==> config.mk <==
export PLATFORM = sky130hd
export DESIGN_NAME = banco_fifo_salida
export DESIGN_NICKNAME = d
export VERILOG_FILES = /design/src/rtl/banco_fifo_salida_pkg.sv /design/src/rtl/banco_fifo_salida_fifo_canal.sv /design/src/rtl/banco_fifo_salida.sv
export SDC_FILE = /design/constraint.sdc
export NUM_CORES = 1
export LEC_CHECK = 0
export ABC_AREA = 1
export CORE_MARGIN = 2
export CORE_UTILIZATION = 30
export CTS_BUF_LIST = sky130_fd_sc_hd__clkbuf_4
export CTS_CLUSTER_SIZE = 8
export DETAILED_ROUTE_END_ITERATION = 12
export HOLD_SLACK_MARGIN = 0.12
export SLEW_MARGIN = 10
export SYNTH_ARGS = -nofsm -noshare
export SYNTH_HDL_FRONTEND = slang
export SYNTH_SLANG_ARGS = --single-unit
export TNS_END_PERCENT = 50
==> constraint.sdc <==
create_clock -name clk -period 2.41 [get_ports clk]
set_input_delay 0.3615 -clock clk [delete_from_list [all_inputs] [get_ports clk]]
set_output_delay 0.3615 -clock clk [all_outputs]
set_load 0.01 [all_outputs]
==> src/rtl/banco_fifo_salida_pkg.sv <==
// rtl/banco_fifo_salida_pkg.sv - shared channel count, default sizing and clog2 helper
package banco_fifo_salida_pkg;
  localparam int NUM_CH        = 4;
  localparam int DATA_W_DEF    = 10;
  localparam int DEPTH_DEF     = 8;
  localparam int AF_THRESH_DEF = 6;

  function automatic int clog2(input int value);
    int r;
    r = 0;
    while ((1 << r) < value) r = r + 1;
    return r;
  endfunction
endpackage

==> src/rtl/banco_fifo_salida_fifo_canal.sv <==
// rtl/banco_fifo_salida_fifo_canal.sv - single output channel FIFO with registered read port
// Optional count_out port under BANCO_FIFO_COUNT_EN.
module fifo_canal
  import banco_fifo_salida_pkg::*;
#(
  parameter int DATA_W    = DATA_W_DEF,
  parameter int DEPTH     = DEPTH_DEF,
  parameter int AF_THRESH = AF_THRESH_DEF
) (
  input  logic              clk,
  input  logic              reset,
  input  logic              push,
  input  logic              pop,
  input  logic [DATA_W-1:0] data_in,
  output logic [DATA_W-1:0] data_out,
  output logic              valid_out,
  output logic              empty,
  output logic              almost_full,
  output logic              full,
  output logic              overflow,
  output logic              underflow
`ifdef BANCO_FIFO_COUNT_EN
  , output logic [clog2(DEPTH):0] count_out
`endif
);
  localparam int PW = clog2(DEPTH);
  localparam int CW = PW + 1;

  logic [DATA_W-1:0] mem [DEPTH];
  logic [PW-1:0]     wr_ptr;
  logic [PW-1:0]     rd_ptr;
  logic [CW-1:0]     count;
  logic              push_acc;
  logic              pop_acc;

  assign empty       = (count == '0);
  assign full        = (count == CW'(DEPTH));
  assign almost_full = (count >= CW'(AF_THRESH));

  assign pop_acc  = pop & ~empty;
  // A full channel still takes the word when the same edge frees a slot.
  assign push_acc = push & (~full | pop_acc);
  assign overflow  = push & ~push_acc;
  assign underflow = pop & empty;

`ifdef BANCO_FIFO_COUNT_EN
  assign count_out = count;
`endif

  always_ff @(posedge clk) begin
    if (push_acc) mem[wr_ptr] <= data_in;
  end

  always_ff @(posedge clk or negedge reset) begin
    if (!reset) begin
      wr_ptr    <= '0;
      rd_ptr    <= '0;
      count     <= '0;
      data_out  <= '0;
      valid_out <= 1'b0;
    end else begin
      valid_out <= pop_acc;
      if (pop_acc) begin
        data_out <= mem[rd_ptr];
        rd_ptr   <= rd_ptr + PW'(1);
      end
      if (push_acc) wr_ptr <= wr_ptr + PW'(1);
      if (push_acc && !pop_acc)      count <= count + CW'(1);
      else if (pop_acc && !push_acc) count <= count - CW'(1);
    end
  end
endmodule

==> src/rtl/banco_fifo_salida.sv <==
// rtl/banco_fifo_salida.sv - bank of four output FIFOs fed by the arbiter push interface
// Optional per-channel count_out port under BANCO_FIFO_COUNT_EN.
module banco_fifo_salida
  import banco_fifo_salida_pkg::*;
#(
  parameter int DATA_W    = DATA_W_DEF,
  parameter int DEPTH     = DEPTH_DEF,
  parameter int AF_THRESH = AF_THRESH_DEF
) (
  input  logic                     clk,
  input  logic                     reset,
  input  logic [NUM_CH-1:0]        push,
  input  logic [DATA_W-1:0]        data_in,
  input  logic [NUM_CH-1:0]        pop,
  output logic [NUM_CH*DATA_W-1:0] data_out,
  output logic [NUM_CH-1:0]        valid_out,
  output logic [NUM_CH-1:0]        emptyFIFO,
  output logic [NUM_CH-1:0]        almost_fullFIFO,
  output logic [NUM_CH-1:0]        full,
  output logic                     err_onehot,
  output logic                     err_overflow,
  output logic                     err_underflow
`ifdef BANCO_FIFO_COUNT_EN
  , output logic [NUM_CH*(clog2(DEPTH)+1)-1:0] count_out
`endif
);
  logic              multi_hot;
  logic [NUM_CH-1:0] push_g;
  logic [NUM_CH-1:0] ovf;
  logic [NUM_CH-1:0] udf;

  // Clearing the lowest set bit leaves something only when more than one bit is set.
  assign multi_hot = ((push & (push - NUM_CH'(1))) != '0);
  assign push_g    = multi_hot ? '0 : push;

  for (genvar i = 0; i < NUM_CH; i++) begin : g_canal
    fifo_canal #(
      .DATA_W    (DATA_W),
      .DEPTH     (DEPTH),
      .AF_THRESH (AF_THRESH)
    ) u_canal (
      .clk         (clk),
      .reset       (reset),
      .push        (push_g[i]),
      .pop         (pop[i]),
      .data_in     (data_in),
      .data_out    (data_out[i*DATA_W +: DATA_W]),
      .valid_out   (valid_out[i]),
      .empty       (emptyFIFO[i]),
      .almost_full (almost_fullFIFO[i]),
      .full        (full[i]),
      .overflow    (ovf[i]),
      .underflow   (udf[i])
`ifdef BANCO_FIFO_COUNT_EN
      , .count_out (count_out[i*(clog2(DEPTH)+1) +: clog2(DEPTH)+1])
`endif
    );
  end

  always_ff @(posedge clk or negedge reset) begin
    if (!reset) begin
      err_onehot    <= 1'b0;
      err_overflow  <= 1'b0;
      err_underflow <= 1'b0;
    end else begin
      err_onehot    <= multi_hot;
      err_overflow  <= |ovf;
      err_underflow <= |udf;
    end
  end
endmodule

Yosys cells after proc, flatten, opt, wreduce, memory -nomap -nowiden
Memory sizes are Yosys's and may differ from the RTL's. A register that Yosys moved wholly into a read port is not among the register bits.
Index checks and enable logic that the tools add are counted.
- flip-flop bits (word level): 47
- bits in writable memories: 320
- output and inout bits: 59
- logic and storage cells: 129
- memories kept: 4
- memories (name ; depth ; bits a word ; rd ports ; clocked after memory_dff ; write ports ; RTL line ; text):
    g_canal[0].u_canal.mem ; 8 ; 10 ; 1 ; 1 ; 1 ; banco_fifo_salida_fifo_canal.sv:29 ; logic [DATA_W-1:0] mem [DEPTH];
    g_canal[1].u_canal.mem ; 8 ; 10 ; 1 ; 1 ; 1 ; banco_fifo_salida_fifo_canal.sv:29 ;
    g_canal[2].u_canal.mem ; 8 ; 10 ; 1 ; 1 ; 1 ; banco_fifo_salida_fifo_canal.sv:29 ;
    g_canal[3].u_canal.mem ; 8 ; 10 ; 1 ; 1 ; 1 ; banco_fifo_salida_fifo_canal.sv:29 ;
- add/sub/neg operators: 17
- order comparisons: 4
- equal/unequal tests: 4
- muxes and demuxes: 17
- bitwise logic cells: 33
- reduce and logical (&&, ||, !) cells: 31
- operators with widths (cell ; count):
    $mux 4 ; 9
    $add 3x1->3 const B ; 8
    $sub 4x1->4 const B ; 5
    $add 4x1->4 const B ; 4
    $and 1x1->1 ; 16
    $eq 4x4->1 const B ; 4
    $ge 4x3->1 const B ; 4
    $logic_not 4->1 ; 4
    $logic_not 1->1 ; 12
    $not 1->1 ; 12
    $logic_and 1x1->1 ; 8
    $mux 1 ; 8
    $reduce_bool 2->1 ; 4
    $reduce_or 4->1 ; 2
    $and 4x4->4 ; 1
    $or 1x1->1 ; 4
    $reduce_bool 4->1 ; 1

Depth between registers and ports, before layout
- word-level depth: 9
- gate-level depth with buffers: 14
- mapped depth without buffers: 14

Cells and area by module
A second synthesis with hierarchy kept.
- cell total of the unflattened synthesis: 1781
- area, all modules: 18128.6 um2
- by module, submodules not included (module ; times used ; cells an instance ; area each (um2) ; seq. area each (um2)):
    fifo_canal (g_canal[1].u_canal ...) ; 3 ; 438 ; 4486.8 ; 2927.8
    fifo_canal (g_canal[0].u_canal) ; 1 ; 438 ; 4485.6 ; 2927.8
    banco_fifo_salida ; 1 ; 29 ; 182.7 ; 75.1

Least setup slack after synthesis
No wires, ideal clock.
- path kind: reg-to-reg
- start: reg g_canal[0].u_canal.count[0]
- end: reg g_canal[0].u_canal.count[3]
- library setup time: 0.116 ns
- data arrival time: 1.910 ns
- required time: 2.294 ns
- slack: 0.383 ns
- stages on the path, launching flop included: 14
- path buffers: 1
- clock period less this slack: 2.027 ns
- cells stage by stage: dfrtp_1 nor2_4 nand3_2 nand2_4 buf_4 ha_1 inv_1 ha_1 a21oi_1 nand2_1 o21ai_0 nand2_1 nand2_1 nand2_1
- cells in the longest elaborated chain, start to end: 8
- ends and longest elaborated chain (element ; RTL line ; text):
    from (decl) ; banco_fifo_salida_fifo_canal.sv:32 ; logic [CW-1:0] count;
    from (signal assigned) ; banco_fifo_salida_fifo_canal.sv:68 ; if (push_acc && !pop_acc) count <= count + CW'(1);
    from (signal assigned) ; banco_fifo_salida_fifo_canal.sv:69 ; else if (pop_acc && !push_acc) count <= count - CW'(1);
    $logic_not 4->1 ; banco_fifo_salida_fifo_canal.sv:36 ; assign empty = (count == '0);
    $not 1->1 ; banco_fifo_salida_fifo_canal.sv:40 ; assign pop_acc = pop & ~empty;
    $and 1x1->1 ; banco_fifo_salida_fifo_canal.sv:40 ;
    $or 1x1->1 ; banco_fifo_salida_fifo_canal.sv:42 ; assign push_acc = push & (~full | pop_acc);
    $and 1x1->1 ; banco_fifo_salida_fifo_canal.sv:42 ;
    $logic_not 1->1 ; banco_fifo_salida_fifo_canal.sv:69 ;
    $logic_and 1x1->1 ; banco_fifo_salida_fifo_canal.sv:69 ;
    $reduce_bool 2->1 (no source line) ; -- ;
Parallel ways exist; a longest one is shown, timed or not. The select of a mux whose other input is x is not followed.
A chain may end at the register's enable or synchronous reset.

Worst setup path in the final report
- start: reg g_canal[2].u_canal.count[1]
- end: out full[2]
- cells in the longest elaborated chain, start to end: 1
- ends and longest elaborated chain (element ; RTL line ; text):
    from (decl) ; banco_fifo_salida_fifo_canal.sv:32 ;
    from (signal assigned) ; banco_fifo_salida_fifo_canal.sv:68 ;
    from (signal assigned) ; banco_fifo_salida_fifo_canal.sv:69 ;
    $eq 4x4->1 ; banco_fifo_salida_fifo_canal.sv:37 ; assign full = (count == CW'(DEPTH));
    to (decl) ; banco_fifo_salida.sv:19 ; output logic [NUM_CH-1:0] full,
No other way between the ends.

==> parameters.txt <==
Parameter                              Value

CTS
  Root Driver ... sky130_fd_sc_hd__clkbuf_4
  Number of H-tree levels ... 3
  Clock tree from TritonCTS ... done
  Worst-Skew Late Latency ... 860 ps
  Worst-case clock buffer depth ... 3
  Number of clock sinks ... 407
  TritonCTS buffer count ... 106
  CTS clock-pin slew for the worst setup and hold paths ... 70 ps

Timing
  Maximum clock skew at final layout ... 61.3 ps
  Number of hold-slack violations in the final timing report ... 0
  Slew margin rel. ... 49.9%
  Setup WS post-layout ... ~110 ps
  Slew of the pin with the lowest slew margin ... 751 ps
  Crit share post-route ... between 90% and 100%
  Maximum clock frequency ... around 430 MHz
  Final setup fails ... 0
  Hold WS ... 405 ps
  Max-slew violation count ... 0
  Setup TNS ... 0 ps
  Final worst path period need ... 2300 ps
  RSZ-0062 raised after global routing ... no

Floorplanning
  Die Outline Area ... approximately 0.062 mm^2
  Number of I/O pins ... 79
  FP Rows ... 89
  Die Y ... between 200 and 250 um
  Core outline area ... 0.0592 mm^2
  Die Wd ... 249 um
  Effective utilization at floorplan ... 30.5%

Drt
  Number of search-and-repair iterations in the first detailed-routing pass ... 5
  Average routed wire per standard cell ... between 15 and 20 um
  Count of vias placed by the detailed router ... 12500
  Number of design rule violations left after detail routing ... 0
  DRT Wirelength ... 43100 um
  Drt initial violations ... about 940
  Number of nets with antenna violations after routing ... 0
  Post-detailed-route via-to-cell ratio ... 4.40

Pwr
  Maximum resistive drop on vdd ... 480 uV
  Overall power consumption ... about 0.023 W
  Fraction of power consumed by sequential logic ... between 30% and 40%
  Combinational fraction of design power ... 33.6%
  Clock network power share ... 26.5%
  Power per cell area ... roughly 1100 mW/mm^2
  Int Power ... 0.0143 W
  Cell leakage power ... approximately 9.6 nW
  Psw ... approximately 0.0083 W
  Switching power share of the total ... 36.8%

Setup path
  Endpoint class of the critical path ... output port
  Depth of the worst register-to-register path ... 13
  Arrival time of data at the critical path endpoint ... about 1900 ps
  Kind of launch point of the worst setup path ... flop
  Category of the most critical setup path ... reg -> out
  Critical path peak fanout ... 6
  Required time at the endpoint of the critical path ... 2050 ps

Synthesis
  Yosys top cell area share ... 53.2%
  Register area share after synthesis ... between 60% and 70%
  Synth Net Count ... 1821
  Synthesized area per cell ... just over 10 um^2
  Top cells by area, synth ... sky130_fd_sc_hd__edfxtp_1, sky130_fd_sc_hd__dfrtp_1, sky130_fd_sc_hd__nand2_1
  Gate Count Post-Synth ... around 1800
  Largest area contributor in the synthesized netlist ... sky130_fd_sc_hd__edfxtp_1
  Synth warnings ... 0
  Post-synthesis cell area ... 0.0181 mm^2
  #FFs+latches synth ... 407
  Count of cell types in the netlist ... 32

Place
  Detailed Place HPWL ... 26500 um
  Gpl congestion ... 0.818
  Worst-case setup slack after placement ... -318 ps
  Number of port buffers ... 78
  Cell Area, Placed ... 0.0200 mm^2

Layout
  P&R area growth vs syn ... 18.8%
  Post-route cell area ... 0.0215 mm^2
  Share of final-layout standard cells stronger than drive strength 1 ... 16.2%
  Total number of nets in the final design ... 2019

Outcome
  Status ... finished clean

Hold path
  Type of the most critical hold path ... in -> reg
  Instance count along the most critical hold path ... 2

Global routing
  Most crowded layer after global routing ... met2
  Largest net degree at the start of global routing ... 42
  Met2 track demand over resource ... between 20 and 25%
  Met1 routing resource usage after global routing ... 18.0%
  Global-route wire length before repair ... 68900 um
  Global routing usage summed across all routing layers ... 14.1%
  Vias in the first global route ... 12900
  Overflow after GRT ... 0
  Number of antenna violations at the first check in global routing ... 1
  Fraction of met3 tracks used by global routing ... 2.97%

Job
  Max cap viols ... 0
-- worst max-delay path, stage by stage (launching register included) --
cell	delay [ps]
sky130_fd_sc_hd__dfrtp_2	470
sky130_fd_sc_hd__nor4_4	310
sky130_fd_sc_hd__dlygate4sd2_1	310
-- cells in the final DEF, fill, tap and decap left out, types with 7 or more instances in the layout --
cell type                         instances
sky130_fd_sc_hd__ha_1                    20
sky130_fd_sc_hd__nand2_1                579
sky130_fd_sc_hd__dfrtp_1                 78
sky130_fd_sc_hd__inv_1                  282
sky130_fd_sc_hd__clkdlybuf4s50_1         65
sky130_fd_sc_hd__dlygate4sd2_1            9
sky130_fd_sc_hd__dfrtp_2                  9
sky130_fd_sc_hd__xnor2_1                 11
sky130_fd_sc_hd__nor2_1                  44
sky130_fd_sc_hd__inv_2                   17
sky130_fd_sc_hd__edfxtp_1               320
sky130_fd_sc_hd__buf_4                   90
sky130_fd_sc_hd__o21ai_0                 19
sky130_fd_sc_hd__nand2_2                  7
sky130_fd_sc_hd__nand3_1                251
sky130_fd_sc_hd__clkbuf_4               165
sky130_fd_sc_hd__clkinv_1                29
-- through the flow --
step,instances,utilization (%)
6_report,2842,36.2
5_1_grt,2842,36.2
4_1_cts,2841,36.3
3_3_place_gp,2634,33.7
3_5_place_dp,2634,33.7
2_1_floorplan,1777,-
-- synth_stat cells (all sizes together) --
master	instances
nand2	592
edfxtp	320
inv	302
nand3	257
dfrtp	87
buf	66
nor2	56
o21ai	21
ha	20
clkbuf	17
xnor2	11
nand4	8
xor2	6
a21oi	5
fa	4
nor4	2
o211ai	2
clkinv	1
-- layout make-up --
class	count	area, um^2
sequential	407	11800
fill	5883	37800
clock inverter	36	156
antenna	1	2.50
multi-input combinational	984	4630
tap	773	967
timing repair buffer	173	1530
inverter	303	1150
clock buffer	165	1240
-- power groups by stage --
| stage | sequential [W] | combinational [W] | clock, W |
|---|---|---|---|
| after global routing | 0.00916 | 0.00856 | 0.00657 |
| after CTS | 0.00905 | 0.00768 | 0.00621 |
| after detailed placement | 0.00918 | 0.00760 | 0 |
| final | 0.00905 | 0.00760 | 0.00600 |
| after floorplan | 0.00919 | 0.00511 | 0 |
| after global placement | 0.00916 | 0.00745 | 0 |
-- cell families after synthesis --
| family | Yosys count | share of synthesized area [%] |
|---|---|---|
| fa+ha+maj | 24 | 1.83 |
| flops | 407 | 65.2 |
| simple gates | 915 | 22.0 |
| xor+xnor | 17 | 0.824 |
| buf+inv | 386 | 9.28 |
| compound gates | 28 | 0.803 |
-- sequential cells by signal, summed over array words and instances, names as in the netlist --
register                   cells
err_underflow                  1
g_canal.u_canal.valid_out      4
err_onehot                     1
g_canal.u_canal.data_out      40
g_canal.u_canal.count         16
g_canal.u_canal.mem          320
err_overflow                   1
g_canal.u_canal.rd_ptr        12
g_canal.u_canal.wr_ptr        12
-- final timing paths --
kind | startpoint | end | slack [ps]
setup / recovery | g_canal[2].u_canal.count[1] | full[2] | 110
hold / removal | data_in[7] | g_canal[1].u_canal.mem[6][7] | 400
setup reg to reg | g_canal[2].u_canal.count[1] | g_canal[2].u_canal.count[3] | 170
hold reg to reg | g_canal[2].u_canal.data_out[9] | g_canal[2].u_canal.data_out[9] | 480
max in group asynchronous | reset | g_canal[1].u_canal.data_out[0] | 1440
min in group asynchronous | reset | g_canal[0].u_canal.rd_ptr[2] | 710
-- per-layer routing --
layer	up-vias	wire length (um)
met4	0	1300
li1	6156	-
met1	5914	19400
met3	81	2350
met5	-	0
met2	362	20100
-- what timing repair did --
| item | in CTS | in global routing |
|---|---|---|
| endpoints found under the setup margin | 12 | 2 |
| endpoints found under the hold margin | 87 | 0 |
| buffers inserted | 3 | 0 |
| resized for setup | 26 | 4 |
| hold buffers | 3 | 0 |
Note: power is estimated with default switching activity, not from simulation.
